[src/rtl/spi_reg_bank_if.sv]
// SPI-side bus of the register bank: write capture pulses, read request/response, FIFO status.
interface spi_reg_bank_if;
    logic       wr_addr_en;
    logic [9:0] wr_addr;
    logic       wr_data_en;
    logic [7:0] wr_data;
    logic       rd_en;
    logic [9:0] rd_addr;
    logic [7:0] rd_data;
    logic       rd_valid;
    logic       cmd_empty;
    logic       cmd_full;

    // SPI slave side drives requests and observes responses
    modport master (
        output wr_addr_en, wr_addr, wr_data_en, wr_data, rd_en, rd_addr,
        input  rd_data, rd_valid, cmd_empty, cmd_full
    );

    // Register bank side
    modport slave (
        input  wr_addr_en, wr_addr, wr_data_en, wr_data, rd_en, rd_addr,
        output rd_data, rd_valid, cmd_empty, cmd_full
    );
endinterface

[src/rtl/spi_reg_bank.sv]
// Modulator control register bank: captures SPI {addr,data} pairs into a command
// FIFO, executes them against the control map and coefficient shadows, and serves
// fixed-latency reads.
module spi_reg_bank #(
    parameter int unsigned CMD_DEPTH = 4,
    parameter int unsigned NUM_TAPS  = 71
) (
    input  logic          clk,
    input  logic          rst,
    spi_reg_bank_if.slave bus,
    output logic          mod_enable,
    output logic          mapping,
    output logic [7:0]    test_reg,
    output logic [7:0]    freq_word,
    output logic          coeff_we,
    output logic          coeff_q_sel,
    output logic [6:0]    coeff_idx,
    output logic [7:0]    coeff_wdata,
    output logic [8:0]    samp_rd_addr,
    input  logic [7:0]    samp_rd_data,
    output logic [2:0]    err_flags,
    input  logic          err_clr
);

    localparam int unsigned AW        = 10;
    localparam int unsigned DW        = 8;
    localparam int unsigned PTR_W     = $clog2(CMD_DEPTH) + 1;
    localparam int unsigned IDX_W     = PTR_W - 1;
    localparam int unsigned I_BASE    = 128;
    localparam int unsigned Q_BASE    = 256;
    localparam int unsigned SAMP_BASE = 512;

    typedef struct packed {
        logic [AW-1:0] addr;
        logic [DW-1:0] data;
    } cmd_t;

    typedef enum logic {IDLE, EXEC} state_t;

    cmd_t             fifo_mem [CMD_DEPTH];
    logic [PTR_W-1:0] wr_ptr, rd_ptr, wr_ptr_nxt_c, rd_ptr_nxt_c;
    logic             pend_valid;
    logic [AW-1:0]    pend_addr;
    logic             push_req_c, push_ok_c, pop_c, ovf_c, orphan_c;

    state_t           state;
    cmd_t             cmd_reg;
    logic             cmd_hit_i_c, cmd_hit_q_c, cmd_hit_ctrl_c, exec_bad_c;
    logic [6:0]       cmd_idx_c;

    logic [DW-1:0]    shadow_i [NUM_TAPS];
    logic [DW-1:0]    shadow_q [NUM_TAPS];

    logic             rd_hit_i_c, rd_hit_q_c, rd_samp_c;
    logic [6:0]       rd_i_idx_c, rd_q_idx_c;
    logic [DW-1:0]    rd_word_c;
    logic             rd_valid_p1, rd_valid_p2, rd_samp_p1, rd_samp_p2;
    logic [DW-1:0]    rd_word_p1, rd_word_p2;

    // Push/pop qualification; a full FIFO still accepts a push when a pop frees a slot
    always_comb begin
        push_req_c   = bus.wr_data_en & pend_valid;
        orphan_c     = bus.wr_data_en & ~pend_valid;
        pop_c        = (state == IDLE) && !bus.cmd_empty;
        push_ok_c    = push_req_c && (!bus.cmd_full || pop_c);
        ovf_c        = push_req_c && bus.cmd_full && !pop_c;
        wr_ptr_nxt_c = wr_ptr + PTR_W'(push_ok_c);
        rd_ptr_nxt_c = rd_ptr + PTR_W'(pop_c);
    end

    // Pending address, FIFO pointers, registered status flags and sticky errors
    always_ff @(posedge clk or posedge rst) begin
        if (rst) begin
            pend_valid    <= 1'b0;
            pend_addr     <= '0;
            wr_ptr        <= '0;
            rd_ptr        <= '0;
            bus.cmd_empty <= 1'b1;
            bus.cmd_full  <= 1'b0;
            err_flags     <= '0;
        end else begin
            // Data pairs with the previously pending address before a same-cycle address lands
            if (bus.wr_addr_en) begin
                pend_valid <= 1'b1;
                pend_addr  <= bus.wr_addr;
            end else if (bus.wr_data_en) begin
                pend_valid <= 1'b0;
            end
            wr_ptr        <= wr_ptr_nxt_c;
            rd_ptr        <= rd_ptr_nxt_c;
            bus.cmd_empty <= (wr_ptr_nxt_c == rd_ptr_nxt_c);
            bus.cmd_full  <= (wr_ptr_nxt_c[PTR_W-1] != rd_ptr_nxt_c[PTR_W-1]) &&
                             (wr_ptr_nxt_c[IDX_W-1:0] == rd_ptr_nxt_c[IDX_W-1:0]);
            err_flags     <= (err_flags & ~{3{err_clr}}) | {exec_bad_c, orphan_c, ovf_c};
        end
    end

    // Command FIFO storage
    always_ff @(posedge clk) begin
        if (push_ok_c) begin
            fifo_mem[wr_ptr[IDX_W-1:0]] <= '{addr: pend_addr, data: bus.wr_data};
        end
    end

    // Address decode of the command under execution
    always_comb begin
        cmd_hit_ctrl_c = (cmd_reg.addr <= AW'(2));
        cmd_hit_i_c    = (cmd_reg.addr >= AW'(I_BASE)) && (cmd_reg.addr < AW'(I_BASE + NUM_TAPS));
        cmd_hit_q_c    = (cmd_reg.addr >= AW'(Q_BASE)) && (cmd_reg.addr < AW'(Q_BASE + NUM_TAPS));
        cmd_idx_c      = cmd_hit_q_c ? 7'(cmd_reg.addr - AW'(Q_BASE))
                                     : 7'(cmd_reg.addr - AW'(I_BASE));
        exec_bad_c     = (state == EXEC) && !(cmd_hit_ctrl_c || cmd_hit_i_c || cmd_hit_q_c);
    end

    // Execute FSM: pop in IDLE, commit at the edge that ends EXEC
    always_ff @(posedge clk or posedge rst) begin
        if (rst) begin
            state       <= IDLE;
            cmd_reg     <= '0;
            mod_enable  <= 1'b0;
            mapping     <= 1'b0;
            test_reg    <= '0;
            freq_word   <= '0;
            coeff_we    <= 1'b0;
            coeff_q_sel <= 1'b0;
            coeff_idx   <= '0;
            coeff_wdata <= '0;
        end else begin
            coeff_we <= 1'b0;
            case (state)
                IDLE: begin
                    if (pop_c) begin
                        cmd_reg <= fifo_mem[rd_ptr[IDX_W-1:0]];
                        state   <= EXEC;
                    end
                end
                EXEC: begin
                    state <= IDLE;
                    if (cmd_reg.addr == AW'(0)) begin
                        mod_enable <= cmd_reg.data[0];
                        mapping    <= cmd_reg.data[1];
                    end else if (cmd_reg.addr == AW'(1)) begin
                        test_reg <= cmd_reg.data;
                    end else if (cmd_reg.addr == AW'(2)) begin
                        freq_word <= cmd_reg.data;
                    end else if (cmd_hit_i_c || cmd_hit_q_c) begin
                        coeff_we    <= 1'b1;
                        coeff_q_sel <= cmd_hit_q_c;
                        coeff_idx   <= cmd_idx_c;
                        coeff_wdata <= cmd_reg.data;
                    end
                end
                default: state <= IDLE;
            endcase
        end
    end

    // Coefficient shadows mirror the FIR RAMs for readback; contents undefined until written
    always_ff @(posedge clk) begin
        if (state == EXEC && cmd_hit_i_c) begin
            shadow_i[cmd_idx_c] <= cmd_reg.data;
        end
        if (state == EXEC && cmd_hit_q_c) begin
            shadow_q[cmd_idx_c] <= cmd_reg.data;
        end
    end

    // Read mux, evaluated on the request cycle so a colliding commit returns the old value
    always_comb begin
        rd_i_idx_c = 7'(bus.rd_addr - AW'(I_BASE));
        rd_q_idx_c = 7'(bus.rd_addr - AW'(Q_BASE));
        rd_hit_i_c = (bus.rd_addr >= AW'(I_BASE)) && (bus.rd_addr < AW'(I_BASE + NUM_TAPS));
        rd_hit_q_c = (bus.rd_addr >= AW'(Q_BASE)) && (bus.rd_addr < AW'(Q_BASE + NUM_TAPS));
        rd_samp_c  = (bus.rd_addr >= AW'(SAMP_BASE));
        rd_word_c  = '0;
        if (bus.rd_addr == AW'(0)) begin
            rd_word_c = {6'b0, mapping, mod_enable};
        end else if (bus.rd_addr == AW'(1)) begin
            rd_word_c = test_reg;
        end else if (bus.rd_addr == AW'(2)) begin
            rd_word_c = freq_word;
        end else if (rd_hit_i_c) begin
            rd_word_c = shadow_i[rd_i_idx_c];
        end else if (rd_hit_q_c) begin
            rd_word_c = shadow_q[rd_q_idx_c];
        end
    end

    // Two-stage read pipeline; sample buffer data joins at the second stage
    always_ff @(posedge clk or posedge rst) begin
        if (rst) begin
            rd_valid_p1  <= 1'b0;
            rd_valid_p2  <= 1'b0;
            rd_samp_p1   <= 1'b0;
            rd_samp_p2   <= 1'b0;
            rd_word_p1   <= '0;
            rd_word_p2   <= '0;
            samp_rd_addr <= '0;
            bus.rd_valid <= 1'b0;
            bus.rd_data  <= '0;
        end else begin
            rd_valid_p1  <= bus.rd_en;
            rd_samp_p1   <= rd_samp_c;
            rd_word_p1   <= rd_word_c;
            samp_rd_addr <= bus.rd_addr[8:0];
            rd_valid_p2  <= rd_valid_p1;
            rd_samp_p2   <= rd_samp_p1;
            rd_word_p2   <= rd_word_p1;
            bus.rd_valid <= rd_valid_p2;
            if (rd_valid_p2) begin
                bus.rd_data <= rd_samp_p2 ? samp_rd_data : rd_word_p2;
            end
        end
    end

endmodule

[src/flat_wrapper.sv]
// flat-port wrapper written by rule: the top's interface ports become plain ports
module spi_reg_bank_flat 
#(
    parameter int unsigned CMD_DEPTH = 4,
    parameter int unsigned NUM_TAPS  = 71
)
  (clk, rst, mod_enable, mapping, test_reg, freq_word, coeff_we, coeff_q_sel, coeff_idx, coeff_wdata, samp_rd_addr, samp_rd_data, err_flags, err_clr, bus_wr_addr_en, bus_wr_addr, bus_wr_data_en, bus_wr_data, bus_rd_en, bus_rd_addr, bus_rd_data, bus_rd_valid, bus_cmd_empty, bus_cmd_full);
  spi_reg_bank_if bus_i ();
  input  logic clk;
  input  logic rst;
  output logic mod_enable;
  output logic mapping;
  output logic [7:0] test_reg;
  output logic [7:0] freq_word;
  output logic coeff_we;
  output logic coeff_q_sel;
  output logic [6:0] coeff_idx;
  output logic [7:0] coeff_wdata;
  output logic [8:0] samp_rd_addr;
  input  logic [7:0] samp_rd_data;
  output logic [2:0] err_flags;
  input  logic err_clr;
  input wire logic [$bits(bus_i.wr_addr_en)-1:0] bus_wr_addr_en;
  input wire logic [$bits(bus_i.wr_addr)-1:0] bus_wr_addr;
  input wire logic [$bits(bus_i.wr_data_en)-1:0] bus_wr_data_en;
  input wire logic [$bits(bus_i.wr_data)-1:0] bus_wr_data;
  input wire logic [$bits(bus_i.rd_en)-1:0] bus_rd_en;
  input wire logic [$bits(bus_i.rd_addr)-1:0] bus_rd_addr;
  output wire logic [$bits(bus_i.rd_data)-1:0] bus_rd_data;
  output wire logic [$bits(bus_i.rd_valid)-1:0] bus_rd_valid;
  output wire logic [$bits(bus_i.cmd_empty)-1:0] bus_cmd_empty;
  output wire logic [$bits(bus_i.cmd_full)-1:0] bus_cmd_full;
  assign bus_i.wr_addr_en = bus_wr_addr_en;
  assign bus_i.wr_addr = bus_wr_addr;
  assign bus_i.wr_data_en = bus_wr_data_en;
  assign bus_i.wr_data = bus_wr_data;
  assign bus_i.rd_en = bus_rd_en;
  assign bus_i.rd_addr = bus_rd_addr;
  assign bus_rd_data = bus_i.rd_data;
  assign bus_rd_valid = bus_i.rd_valid;
  assign bus_cmd_empty = bus_i.cmd_empty;
  assign bus_cmd_full = bus_i.cmd_full;
  spi_reg_bank #(.CMD_DEPTH(CMD_DEPTH), .NUM_TAPS(NUM_TAPS)) u_core (.clk(clk), .rst(rst), .bus(bus_i), .mod_enable(mod_enable), .mapping(mapping), .test_reg(test_reg), .freq_word(freq_word), .coeff_we(coeff_we), .coeff_q_sel(coeff_q_sel), .coeff_idx(coeff_idx), .coeff_wdata(coeff_wdata), .samp_rd_addr(samp_rd_addr), .samp_rd_data(samp_rd_data), .err_flags(err_flags), .err_clr(err_clr));
endmodule
[config.mk]
export PLATFORM = sky130hd
export DESIGN_NAME = spi_reg_bank_flat
export DESIGN_NICKNAME = d
export VERILOG_FILES = /design/src/rtl/spi_reg_bank_if.sv /design/src/rtl/spi_reg_bank.sv /design/src/flat_wrapper.sv
export SDC_FILE = /design/constraint.sdc
export NUM_CORES = 1
export LEC_CHECK = 0
export ABC_AREA = 0
export CORE_MARGIN = 4
export CORE_UTILIZATION = 37
export CTS_BUF_LIST = sky130_fd_sc_hd__clkbuf_4 sky130_fd_sc_hd__clkbuf_8 sky130_fd_sc_hd__clkbuf_16
export CTS_CLUSTER_DIAMETER = 50
export DETAILED_ROUTE_END_ITERATION = 16
export PLACE_DENSITY = 0.53
export SLEW_MARGIN = 30
export SYNTH_ARGS = -nofsm -noshare
export SYNTH_HDL_FRONTEND = slang
export SYNTH_SLANG_ARGS = --single-unit
[constraint.sdc]
create_clock -name clk -period 8.9 [get_ports clk]
set_clock_uncertainty 0.1 [all_clocks]
set_input_delay 1.335 -clock clk [delete_from_list [all_inputs] [get_ports clk]]
set_output_delay 1.335 -clock clk [all_outputs]
set_load 0.05 [all_outputs]
==> results.json, run 1 <==
{
  "die_x_um": 380,
  "crit_path_start_kind": "primary input",
  "cp.arrival_ps": 4780,
  "clk_path_buf_depth": 3,
  "min_period_ps": 4290,
  "yosysWarnings": 0,
  "critPathKind": "in2reg",
  "drv_slew": 0,
  "worst_pin_slew_ps": 1060,
  "gr-usage-met3_pct": 4.32,
  "required_ps": 9390,
  "cts_hold_buf": 0,
  "grt_max_degree": 123,
  "grt-ovfl-total": 0,
  "synth_area_sq_um": 51200,
  "yosysUniqueCellTypes": 69,
  "dp.cells": 4305,
  "min_to": "u_core.rd_valid_p2$_DFF_PP0_",
  "worstReg2RegStart": "u_core.cmd_reg[8]$_DFFE_PP0P_",
  "layout-drive-gt1-share_pct": 24.6,
  "tritoncts": "built",
  "synth-edff-count": 1208,
  "hold_depth": 0,
  "hold_violations": 0,
  "status": "completed",
  "vias": 25600,
  "hold_path.class": "reg2reg",
  "maxCapViolations": 0,
  "cp-end-kind": "register",
  "cts_setup_buffers": 0,
  "grt_use_total_pct": 18.5,
  "io_buffer_count": 99,
  "synthArstFlopShare_pct": 8.62,
  "ys_seq_elements": 1322,
  "vdd_drop_max_v": 0.000193,
  "fin_tns_setup_ps": 0,
  "use_met1_pct": 25.5,
  "postPlaceCellArea_sq_um": 54200,
  "coreArea_sq_um": 137000,
  "worst-r2r-cell-count": 6,
  "cts_max_level": 4,
  "grt_pass1_wl_um": 193000,
  "cts_root_buf": "clkbuf_16",
  "areaGrowthSynthToFinish_pct": 14.8,
  "rows": 136,
  "place_ws_ps": 3820,
  "p_per_area_nw_per_um2": 274,
  "first_pass_iters": 5,
  "total_power_mw": 16.1,
  "ios": 100,
  "cts-resized-gates": 0,
  "max_slew_margin_pct": 29.4,
  "antenna_cells": 0,
  "path_max_fanout": 86,
  "holdWs_ps": 232,
  "rsz0062_at_grt": "no",
  "routed_wl_um": 135000,
  "cts_sinks": 1322,
  "first_global_vias": 26100,
  "seq_area_frac_synth_pct": 76.4,
  "post-route-period-util_pct": 48.2,
  "ys.flop_type": "edfxtp_1",
  "cts_buffers": 140,
  "die_h_um": 380,
  "layout.cells.non_filler": 4557,
  "start_util_pct": 37.3,
  "busiest_layer": "met2",
  "hp-start": "u_core.rd_valid_p1$_DFF_PP0_",
  "nets": 2700,
  "dieArea_sq_um": 145000,
  "fmax_mhz": 233,
  "synth_cells": 2502,
  "avgSynthCellArea_sq_um": 20.5,
  "dp_hpwl_um": 81900,
  "power_leakage_nw": 18.7,
  "place.gp.congestion": 0.804,
  "r2r_slack_ps": 4860,
  "routedWlPerCell_um": 29.7,
  "reg2reg_to": "u_core.shadow_i[33][7]$_DFFE_PP_",
  "route.detailed.drc": 0,
  "ant_nets": 0,
  "antenna_found_initial": 3,
  "cts.clk_slew.worst_paths_ps": 60,
  "final_cell_area_sq_um": 58800,
  "grt.met2_usage_pct": 29.1,
  "routed_via_density": 5.62,
  "drt_iter0_drc": 2819,
  "fill_cells": 11900,
  "synth_nets": 2548,
  "final_core_util_pct": 42.8,
  "worst_slack_ps": 4610,
  "clk_latency_ps": 750,
  "setup_viol": 0
}
## area by class of cell
cell class | instances | area, sq um | share of cell area, %
Clock buffer | 182 | 3940 | 6.69
Clock inverter | 69 | 632 | 1.07
Inverter | 16 | 66.3 | 0.113
Multi-Input combinational cell | 1032 | 11400 | 19.3
Sequential cell | 1322 | 39200 | 66.6
Tap cell | 1794 | 2240 | 3.82
Timing Repair Buffer | 142 | 1410 | 2.40
## routing by layer
metal | vias up | part of all wire, %
li1 | 10600 | -
met1 | 13800 | 42
met2 | 1039 | 47
met3 | 198 | 7.6
met4 | 0 | 3.0
met5 | - | 0
## cell usage after synthesis, types with 28 or more instances
master / n / area share, %
nand2_1: 90 / 0.66
mux2i_1: 65 / 1.3
dfrtp_1: 113 / 5.5
buf_2: 28 / 0.27
edfxtp_1: 1208 / 71
a21oi_1: 40 / 0.39
clkbuf_1: 53 / 0.39
a22oi_1: 39 / 0.57
nor2_1: 192 / 1.4
mux4_2: 289 / 13
mux2_2: 62 / 1.4
## report_power, final
group          switching (mW)  internal (mW)  leakage (nW)
logic                    1.37          0.589          4.18
clock network            2.37           3.42          2.28
registers               0.549           7.80          12.3
## worst max path at each step
stage / startpoint / end / cells past startpoint
4_1_cts: bus_rd_addr[0] / u_core.rd_word_p1[0]$_DFF_PP0_ / 8
2_1_floorplan: rst / u_core.bus.cmd_full$_DFF_PP0_ / 1
3_3_place_gp: bus_rd_addr[0] / u_core.rd_word_p1[0]$_DFF_PP0_ / 9
5_1_grt: bus_rd_addr[0] / u_core.rd_word_p1[0]$_DFF_PP0_ / 9
3_5_place_dp: bus_rd_addr[0] / u_core.rd_word_p1[0]$_DFF_PP0_ / 8
6_report: bus_rd_addr[0] / u_core.rd_word_p1[0]$_DFF_PP0_ / 8
## placed cells by master, fill, tap and decap left out, types with 6 or more instances in the layout
| cell type | n |
|---|---|
| mux2i_1 | 65 |
| dfrtp_4 | 8 |
| clkinv_2 | 17 |
| o21ai_0 | 26 |
| a21oi_1 | 40 |
| buf_4 | 33 |
| and2_1 | 8 |
| inv_6 | 9 |
| nand3_1 | 24 |
| and3_1 | 14 |
| mux2_1 | 9 |
| nand4_1 | 7 |
| dfrtp_1 | 104 |
| clkbuf_4 | 34 |
| nand2b_1 | 7 |
| a31oi_1 | 17 |
| clkbuf_16 | 146 |
| a22oi_1 | 39 |
| mux2_2 | 62 |
| nand2_1 | 87 |
| edfxtp_1 | 1208 |
| a211oi_1 | 11 |
| nor2_2 | 22 |
| clkinv_1 | 28 |
| o22ai_1 | 11 |
| nor2b_1 | 11 |
| bufinv_16 | 10 |
| inv_1 | 13 |
| o31ai_1 | 8 |
| mux4_2 | 289 |
| o211ai_1 | 6 |
| nor2_1 | 170 |
| clkdlybuf4s50_1 | 94 |
## logic make-up (layout without fill, tap and decap cells)
kind of cell | Yosys count | count (layout) | synth area share, %
muxes | 427 | 427 | 15.6
and+or+nand+nor | 387 | 387 | 3.33
AOI/OAI and AO/OA | 209 | 209 | 2.79
xor gates and xnor gates | 5 | 5 | 0.0854
DFF | 1322 | 1322 | 76.4
adders and majority gates | 4 | 4 | 0.0977
buffers and inverters | 148 | 409 | 1.71
## worst max-delay path, stage by stage
cell and delay (ps):
buf_8 480, buf_12 420, mux4_1 670, mux2_2 290, o221ai_2 190, o21ai_1 110, a211oi_1 610, a32oi_1 200
(Power assumes the default switching activity.)
==> inputs of run 2 (changes only) <==
--- a/config.mk
+++ b/config.mk
@@ -11,7 +11,7 @@
 export CTS_BUF_LIST = sky130_fd_sc_hd__clkbuf_4 sky130_fd_sc_hd__clkbuf_8 sky130_fd_sc_hd__clkbuf_16
 export CTS_CLUSTER_DIAMETER = 50
 export DETAILED_ROUTE_END_ITERATION = 16
-export PLACE_DENSITY = 0.53
+export PLACE_DENSITY = 0.55
 export SLEW_MARGIN = 30
 export SYNTH_ARGS = -nofsm -noshare
 export SYNTH_HDL_FRONTEND = slang
==> constraint.sdc (replaced) <==
create_clock -name clk -period 3.6 [get_ports clk]
set_clock_uncertainty 0.1 [all_clocks]
set_input_delay 0.54 -clock clk [delete_from_list [all_inputs] [get_ports clk]]
set_output_delay 0.54 -clock clk [all_outputs]
set_load 0.05 [all_outputs]
==> run 2 against run 1 <==
Final area is 3.8% higher; highest routed layer is now met5; sequential share of layout area decreased by 2.4 points; critical path depth up 1; hold slack lost 160 ps; register-to-register slack worse by 4200 ps; non-clock buffer count grew 265; global-route usage up 0.47 points; clock-buffer cell count is 11 lower; via count is 4.0% higher; power grew to 2.5 times the previous value; sequential power is 150% higher; die area unchanged.
==> results.json, run 2 (same netlist as run 1, synthesis figures left out) <==
{
  "drv_slew": 0,
  "min_period_ps": 3270,
  "reg2reg_to": "u_core.shadow_q[10][7]$_DFFE_PP_",
  "wl_met1_um": 58500,
  "routedWlPerCell_um": 28.6,
  "rows": 136,
  "top_layer": "met5",
  "grt_max_degree": 148,
  "r2r_slack_ps": 670,
  "hold_path.class": "in2reg",
  "cpLargestDelayFamily": "buffers and inverters",
  "setup_viol": 0,
  "die_h_um": 380,
  "first_global_vias": 27400,
  "postPlaceCellArea_sq_um": 56300,
  "grt-ovfl-total": 0,
  "path_buf_inv": 4,
  "cts_sinks": 1322,
  "dp_hpwl_um": 88500,
  "tritoncts": "built",
  "cts-resized-gates": 0,
  "hold_depth": 1,
  "drt_iter0_drc": 2869,
  "clk_path_buf_depth": 3,
  "ant_nets": 0,
  "holdWs_ps": 72.3,
  "power_leakage_nw": 20.2,
  "crit_path_start_kind": "primary input",
  "layout_common_cells": "edfxtp_1 (1208), mux4_2 (289), buf_4 (284), nor2_1 (190), clkbuf_16 (145)",
  "vias": 26600,
  "grt_use_total_pct": 19.0,
  "antenna_found_initial": 6,
  "fmax_mhz": 306,
  "route.detailed.drc": 0,
  "grt_pass1_wl_um": 199000,
  "routed_via_density": 5.52,
  "critPathKind": "in2reg",
  "place.gp.congestion": 0.909,
  "worst_pin_slew_ps": 971,
  "route.met2.wl_um": 64800,
  "maxCapViolations": 0,
  "fin_tns_setup_ps": 0,
  "start_util_pct": 37.3,
  "hold_violations": 0,
  "routed_wl_um": 138000,
  "fill_cells": 11700,
  "coreArea_sq_um": 137000,
  "io_buffer_count": 99,
  "cts_max_level": 4,
  "cp.arrival_ps": 3750,
  "path_max_fanout": 19,
  "worst-r2r-cell-count": 8,
  "final_common_cell": "edfxtp_1",
  "cts_buffers": 140,
  "crit_chain": "dlygate4sd3_1, buf_8, buf_12, buf_4, mux4_2, mux2i_1, nor2_1, o31ai_1, a32oi_1",
  "areaGrowthSynthToFinish_pct": 19.1,
  "final_cell_area_sq_um": 61000,
  "max_slew_margin_pct": 35.3,
  "status": "completed",
  "wl_met3_um": 10200,
  "die_x_um": 380,
  "final_core_util_pct": 44.4,
  "cp-end-kind": "register",
  "hp-start": "bus_rd_addr[1]",
  "nets": 2965,
  "dieArea_sq_um": 145000,
  "vdd_drop_max_v": 0.000536,
  "rsz0062_at_grt": "no",
  "ios": 100,
  "cts_root_buf": "clkbuf_16",
  "clk_latency_ps": 760,
  "cts.clk_slew.worst_paths_ps": 50,
  "worstReg2RegStart": "u_core.cmd_reg[10]$_DFFE_PP0P_",
  "post-route-period-util_pct": 90.7,
  "required_ps": 4080,
  "first_pass_iters": 5,
  "min_to": "u_core.samp_rd_addr[1]$_DFF_PP0_",
  "total_power_mw": 40.4,
  "layout-drive-gt1-share_pct": 30.2,
  "cp_slowest_cell": "mux2i_1",
  "cpPeakStageDelay_ps": 590,
  "p_per_area_nw_per_um2": 663
}
[run 2: changes by cell type in the layout (fill, tap and decap cells not counted), sizes merged]
cell / change
buf: +263
bufinv: +5
clkbuf: -11
clkinv: +5
clkinvlp: +5
diode: +1
dlygate4sd3: +2
inv: -2
[run 2: stage by stage]
stage / instances / setup slack (ps)
6_report: 4825 / 334
3_3_place_gp: 4569 / 172
3_5_place_dp: 4569 / 202
4_1_cts: 4824 / 411
2_1_floorplan: 2502 / 799
5_1_grt: 4824 / 286
[run 2: what timing repair did]
item	CTS	global route
hold buffers	2	0
endpoints found under the setup margin	0	0
endpoints found under the hold margin	2	0
buffers inserted	0	0
[run 2: per-layer routing]
layer / track usage [%] / up-vias
met4: 6.52 / 4
met3: 3.91 / 235
li1: - / 11100
met1: 26.8 / 14200
met2: 29.5 / 1085
met5: 0 / -
[run 2: where the power goes]
group / internal (mW) / switching [mW]
Clock: 8.71 / 5.93
Sequential: 19.3 / 1.21
Combinational: 1.67 / 3.65
[run 2: worst max path at each step]
| stage | end | slack (ps) | start | cells after the start |
|---|---|---|---|---|
| after global routing | u_core.rd_word_p1[0]$_DFF_PP0_ | 290 | bus_rd_addr[0] | 9 |
| after CTS | u_core.rd_word_p1[0]$_DFF_PP0_ | 410 | bus_rd_addr[0] | 9 |
| final | u_core.rd_word_p1[0]$_DFF_PP0_ | 330 | bus_rd_addr[0] | 9 |
| after detailed placement | u_core.rd_word_p1[0]$_DFF_PP0_ | 200 | bus_rd_addr[0] | 8 |
| after floorplan | u_core.fifo_mem[2][0]$_DFFE_PP_ | 800 | u_core.bus.cmd_full$_DFF_PP0_ | 3 |
| after global placement | u_core.rd_word_p1[0]$_DFF_PP0_ | 170 | bus_rd_addr[1] | 8 |
[run 2: final cells by class]
class	instances	area (sq um)	share of cell area (%)
Clock buffer	171	3860	6.33
Timing Repair Buffer	407	3590	5.89
Multi-Input combinational cell	1032	11300	18.5
Sequential cell	1322	39200	64.2
Tap cell	1794	2240	3.68
Antenna cell	1	2.50	0.00410
Inverter	16	65.1	0.107
Clock inverter	82	822	1.35
